<file path="config.mk">
export PLATFORM = sky130hd
export DESIGN_NAME = srt_divisor_shift_reg
export DESIGN_NICKNAME = d
export VERILOG_FILES = /design/src/rtl/srt_divisor_shift_reg.sv
export SDC_FILE = /design/constraint.sdc
export NUM_CORES = 1
export LEC_CHECK = 0
export BUFFER_PORTS_ARGS = -buffer_cell sky130_fd_sc_hd__buf_2
export CAP_MARGIN = 30
export CORE_AREA = 2 2 39 41
export CTS_CLUSTER_SIZE = 40
export DETAILED_ROUTE_END_ITERATION = 10
export DIE_AREA = 0 0 41 43
export PLACE_DENSITY = 0.76
export SYNTH_ARGS = -nofsm -noshare
export SYNTH_HDL_FRONTEND = slang
export SYNTH_HIERARCHICAL = 1
export SYNTH_SLANG_ARGS = --single-unit
</file>
<file path="constraint.sdc">
create_clock -name clk -period 1.05 [get_ports clk]
set_input_delay 0.105 -clock clk [delete_from_list [all_inputs] [get_ports clk]]
set_output_delay 0.105 -clock clk [all_outputs]
set_load 0.01 [all_outputs]
</file>
<file path="src/rtl/srt_divisor_shift_reg.sv">
// Divisor (M) register for the SRT radix-2 divider: per-bit 4:1 mux + D flop,
// supporting hold, parallel load and logical left shift, with true/inverted outputs.

module SrtMux4 (
  input  logic [3:0] i,
  input  logic [1:0] sel,
  output logic       o
);
  assign o = i[sel];
endmodule

module SrtDff (
  input  logic clk,
  input  logic d,
  output logic q,
  output logic not_q
);
  logic state_q;

  always_ff @(posedge clk) begin
    state_q <= d;
  end

  assign q     = state_q;
  assign not_q = ~state_q;
endmodule

module srt_divisor_shift_reg #(
  parameter int WIDTH = 8
) (
  input  logic             clk,
  input  logic             rst_n,
  input  logic             load,
  input  logic [WIDTH-1:0] m,
  input  logic             lshift,
  input  logic             left_shift_entry_wire,
  output logic [WIDTH-1:0] q,
  output logic [WIDTH-1:0] not_q
);
  logic [WIDTH-1:0] shiftSrc;
  logic [WIDTH-1:0] muxOut;
  logic [WIDTH-1:0] reg_d;
  logic [1:0]       sel;

  assign sel      = {lshift, load};
  assign shiftSrc = {q[WIDTH-2:0], left_shift_entry_wire};

  // Reset gates the D input, so it overrides whatever the mux selected.
  assign reg_d = rst_n ? muxOut : '0;

  for (genvar g = 0; g < WIDTH; g++) begin : gBit
    SrtMux4 uMux (
      .i   ({shiftSrc[g], shiftSrc[g], m[g], q[g]}),
      .sel (sel),
      .o   (muxOut[g])
    );

    SrtDff uDff (
      .clk   (clk),
      .d     (reg_d[g]),
      .q     (q[g]),
      .not_q (not_q[g])
    );
  end
endmodule

</file>
==> impl_metrics.py, run 1 <==
metrics = {
    "routing": {
        "num_vias": 377,
        "drc": 0,
        "drt-total-wl_um": 890,
        "drt_pass1_iterations": 2,
        "vias_per_cell": 4.542,
        "dr.first_iter.drc_count": 3,
        "antenna_left": 0,
        "routedWlPerCell_um": 10.72,
    },
    "layout": {
        "final_nets": 82,
        "syn_to_final_growth_pct": 53.27,
        "num_antenna_cells": 0,
        "n_fill_cell": 141,
        "drive_gt1_share_pct": 76.12,
        "regArea_um2": 168.9,
        "multi_input_area_um2": 232.7,
        "largest_reg_flops": 8,
    },
    "clock_network": {
        "cts_tree": "built",
        "cts_max_level": 1,
        "holdBufCountCts": 0,
        "cts.path.max_buffers": 2,
        "clkLatencyLatePin_ps": 250,
        "clock-root-buffer": "clkbuf_4",
        "path_clk_slew_ps": 60,
        "cts_sinks": 8,
        "cts_buffers": 3,
    },
    "setup_path": {
        "timing.rr.end": "gBit[4].uDff/q",
        "worstSetupStartpointType": "flop",
        "critical_path_class": "flop to flop",
        "critical_path.max_fanout": 4,
        "crit_path_end": "gBit[4].uDff/q",
        "crit_start": "gBit[3].uDff/q",
        "cp_slowest_cell": "mux4_2",
        "cp_cell_sequence": "mux4_2 -> and2_1",
        "cp_data_required_time_ps": 1190,
        "cp.arrival_ps": 1190,
        "r2r_slack_ps": 2,
        "worstReg2RegStart": "gBit[3].uDff/q",
        "slowest_delay_ps": 450,
        "worstSetupEndpointType": "flop",
        "r2r_cells": 2,
    },
    "timing": {
        "fin_crit_sh_pct": 99.81,
        "timing.fmax_mhz": 954.2,
        "slew_violations": 0,
        "rsz0062_at_grt": "yes",
        "setup-tns-final_ps": 0,
        "max_slew_margin_pct": 82.76,
        "hold-worst-slack_ps": 159.4,
        "skew_ps": 5.544,
        "setup_viol": 0,
        "fin_crit_ps": 1048,
        "worst_slew_pin_slew_ps": 258.7,
        "hold_viol_final": 0,
    },
    "logic_synthesis": {
        "synth_area_per_cell_um2": 13.14,
        "yosys_register_bits": 8,
        "synth_top_area_share_pct": 42.86,
        "ys_types": 4,
        "synth_warnings": 6,
        "synthesis.area_um2": 420.4,
        "yosysSeqAreaShare_pct": 38.10,
        "netlist_instances": 32,
        "syn_nets": 45,
        "synthTopCellsByArea": "mux4_2 43%, dfxtp_1 38%, and2_1 12%, inv_1 7.1%",
        "synth_top_area_cell": "mux4_2",
    },
    "grt": {
        "gr-total-overflow": 0,
        "grt_pass1_wl_um": 1214,
        "grt_pass1_vias": 295,
        "grt_use_total_pct": 10.62,
        "grt_max_degree": 9,
        "antenna_found_initial": 0,
    },
    "run_status": {
        "outcome": "complete, no violations",
    },
    "power_and_ir_drop": {
        "ir_drop_uv": 356.9,
        "leakagePower_nw": 0.3033,
        "powerDensity_mw_per_mm2": 1173,
    },
    "floorplanning": {
        "die-width_um": 41,
        "die-area_mm2": 0.001763,
        "num_io_pins": 29,
        "num_rows": 14,
        "coreArea_mm2": 0.001384,
        "start_util_pct": 30.38,
        "die_h_um": 43,
    },
    "min_path": {
        "hold_class": "primary input to flop",
    },
    "placed_design": {
        "gp_congestion": 0.6424,
        "port_buffers": 28,
        "hpwl_um": 696.8,
    },
    "run": {
        "cap_violations": 0,
    },
}
-- cells in the final DEF (no fill, tap or decap), drive strengths merged --
| master | Yosys | final |
|---|---|---|
| inv | 8 | 8 |
| and2 | 8 | 8 |
| mux4 | 8 | 8 |
| clkbuf | 0 | 3 |
| dfxtp | 8 | 8 |
| buf | 0 | 32 |
-- worst min-delay path by stage --
stage,from,cells after the start,end
floorplan,rst_n,1,gBit[0].uDff/q
global placement,rst_n,2,gBit[1].uDff/q
detailed placement,rst_n,2,gBit[7].uDff/q
CTS,rst_n,2,gBit[7].uDff/q
global route,rst_n,2,gBit[1].uDff/q
finish,rst_n,2,gBit[7].uDff/q
-- synth_stat cells, drive strengths merged --
library cell / n
mux4: 8
and2: 8
inv: 8
dfxtp: 8
-- worst max-delay path, delay by kind of cell, from the launching register on --
| kind | cells | cell delay (ps) |
|---|---|---|
| DFF | 1 | 330 |
| and+or+nand+nor | 1 | 160 |
| muxes | 1 | 450 |
-- repair_timing --
action,in CTS,in global routing
endpoints found under the setup margin,5,7
cloned,0,0
gates resized for setup,0,1
buffers inserted,3,0
endpoints found under the hold margin,0,0
pin swaps,2,5
-- per-layer routing --
layer,share of wire [%],vias up,global-route usage [%]
li1,-,185,-
met1,43,166,12.24
met2,43,24,15.31
met3,12,2,2.094
met4,1.7,0,10.00
met5,0,-,0
-- power breakdown --
part | leakage, nW | switching [mW] | internal, mW
sequential | 0.0684 | 0.0181 | 0.327
clock | 0.0138 | 0.102 | 0.131
combinational | 0.221 | 0.0681 | 0.110
-- through the flow --
stage / worst slack (ps) / power (mW) / cells / area [um2] / utilization [%]
2_1_floorplan: 7.377 / 0.4389 / 32 / 429.2 / -
3_3_place_gp: -105.6 / 0.5168 / 77 / 596.8 / 43.13
3_5_place_dp: -127.6 / 0.5215 / 77 / 596.8 / 43.13
4_1_cts: 0.3755 / 0.7730 / 83 / 641.9 / 46.38
5_1_grt: -31.86 / 0.8040 / 83 / 644.4 / 46.56
6_report: 2.033 / 0.7559 / 83 / 644.4 / 46.56
-- area by class of cell --
type | count | share of cell area [%]
Clock buffer | 3 | 3.495
Sequential cell | 8 | 26.21
Inverter | 8 | 4.660
Multi-Input combinational cell | 16 | 36.12
Timing Repair Buffer | 32 | 26.41
Tap cell | 16 | 3.107
-- logic make-up after synthesis --
family / share of synthesized area (%)
DFF: 38.09
and+or+nand+nor: 11.91
buffers and inverters: 7.143
muxes: 42.86
Note: power is estimated with default switching activity, not from simulation.
==> run 2, diff against run 1 <==
ABC_CLOCK_PERIOD_IN_PS = 1050   (was unset)
CORE_AREA = 4 4 41 43   (was 2 2 39 41)
DIE_AREA = 0 0 45 47   (was 0 0 41 43)
MAX_ROUTING_LAYER = met4   (was unset)
==> impl_metrics.py, run 2 (synthesis results as in run 1) <==
metrics = {
    "setup_path": {
        "crit_start": "gBit[1].uDff/q",
        "timing.rr.end": "gBit[2].uDff/q",
        "worstSetupEndpointType": "flop",
        "r2r_slack_ps": -10,
        "r2r_cells": 2,
        "worstSetupStartpointType": "flop",
        "worstReg2RegStart": "gBit[1].uDff/q",
        "critical_path_class": "flop to flop",
        "cp.arrival_ps": 1210,
        "critical_path.max_fanout": 4,
        "crit_path_end": "gBit[2].uDff/q",
        "cp_data_required_time_ps": 1200,
    },
    "routing": {
        "num_vias": 404,
        "drc": 0,
        "dr.first_iter.drc_count": 5,
        "vias_per_cell": 4.753,
        "antenna_left": 0,
        "drt-total-wl_um": 1066,
        "drt_pass1_iterations": 3,
        "routedWlPerCell_um": 12.54,
    },
    "grt": {
        "grt_pass1_vias": 331,
        "grt_use_total_pct": 10.95,
        "use_met2_pct": 16.38,
        "gr-total-overflow": 0,
        "grt_max_degree": 9,
        "grt-busiest-layer": "met2",
        "antenna_found_initial": 0,
        "grt_pass1_wl_um": 1469,
        "met1_usage_pct": 11.67,
        "grtUsageMet3_pct": 6.130,
    },
    "timing": {
        "fin_crit_ps": 1060,
        "fin_crit_sh_pct": 100.9,
        "max_slew_margin_pct": 82.72,
        "finalWorstSetupSlack_ps": -9.757,
        "hold_viol_final": 0,
        "hold-worst-slack_ps": 163.9,
        "setup-tns-final_ps": -16.90,
        "slew_violations": 0,
        "rsz0062_at_grt": "yes",
        "skew_ps": 3.131,
        "worst_slew_pin_slew_ps": 259.2,
        "setup_viol": 2,
        "timing.fmax_mhz": 943.6,
    },
    "layout": {
        "final_cell_mix": "28 x buf_2, 8 x inv_1, 8 x mux4_2, 7 x buf_4",
        "final_common_cell": "buf_2",
        "drive_gt1_share_pct": 78.57,
        "final_nets": 85,
        "syn_to_final_growth_pct": 59.52,
        "final_cell_area_um2": 670.6,
        "largest_reg_flops": 8,
        "num_antenna_cells": 0,
    },
    "clock_network": {
        "cts_tree": "built",
        "clock-root-buffer": "clkbuf_4",
        "clkLatencyLatePin_ps": 250,
        "cts_sinks": 8,
        "path_clk_slew_ps": 50,
        "cts_max_level": 1,
        "cts.path.max_buffers": 2,
        "cts_buffers": 3,
    },
    "power_and_ir_drop": {
        "ir_drop_uv": 647.1,
        "powerDensity_mw_per_mm2": 1150,
        "leakagePower_nw": 0.3210,
        "design_power_total_mw": 0.7713,
    },
    "min_path": {
        "hold_class": "primary input to flop",
    },
    "placed_design": {
        "gp_congestion": 0.6228,
        "port_buffers": 28,
        "hpwl_um": 793.3,
        "placed_cell_area_um2": 588.1,
    },
    "floorplanning": {
        "die_h_um": 47,
        "die-width_um": 45,
        "start_util_pct": 32.31,
        "num_io_pins": 29,
        "coreArea_mm2": 0.001301,
        "die-area_mm2": 0.002115,
        "num_rows": 13,
    },
    "run": {
        "cap_violations": 0,
    },
    "run_status": {
        "violations": "negative setup slack",
        "outcome": "complete, but fails checks",
    },
}
run 2: how the worst min path moves through the flow:
| stage | from | to | slack [ps] | depth (start not counted) |
|---|---|---|---|---|
| floorplan | rst_n | gBit[0].uDff/q | 230 | 1 |
| global placement | rst_n | gBit[1].uDff/q | 400 | 2 |
| detailed placement | rst_n | gBit[0].uDff/q | 410 | 2 |
| CTS | rst_n | gBit[4].uDff/q | 150 | 2 |
| global route | rst_n | gBit[7].uDff/q | 150 | 2 |
| finish | rst_n | gBit[3].uDff/q | 160 | 2 |
run 2: layer usage:
metal	vias to the layer above	part of all wire (%)
met5	-	0
met4	0	0.47
met3	2	12
met2	24	50
met1	189	38
li1	189	-
run 2: worst max-delay path: stages (launching register included):
cell,delay [ps]
dfxtp_2,330
mux4_2,470
and2_4,150
run 2: repair_timing:
| action | CTS | global route |
|---|---|---|
| setup buffers | 5 | 2 |
| pin swaps | 3 | 4 |
| endpoints found under the setup margin | 5 | 8 |
| hold buffers | 0 | 0 |
| gates resized for setup | 0 | 3 |
run 2: stage by stage:
stage / worst slack, ps / util [%] / std cells
finish: -9.757 / 51.54 / 85
global route: -26.51 / 51.54 / 85
CTS: -4.024 / 49.81 / 83
detailed placement: -145.2 / 45.19 / 75
global placement: -104.5 / 45.19 / 75
floorplan: 7.377 / - / 32
run 2: power breakdown:
part,internal [mW],switching [mW]
Sequential,0.326,0.0173
Clock,0.131,0.101
Combinational,0.120,0.0763
Total,0.577,0.194
run 2: final cells by class:
class                           instances  area (um2)
Sequential cell                         8       171.4
Tap cell                               15       18.77
Timing Repair Buffer                   35       192.7
Multi-Input combinational cell         16       235.2
Clock buffer                            3       22.52
Fill cell                             128       630.6
Inverter                                8       30.03
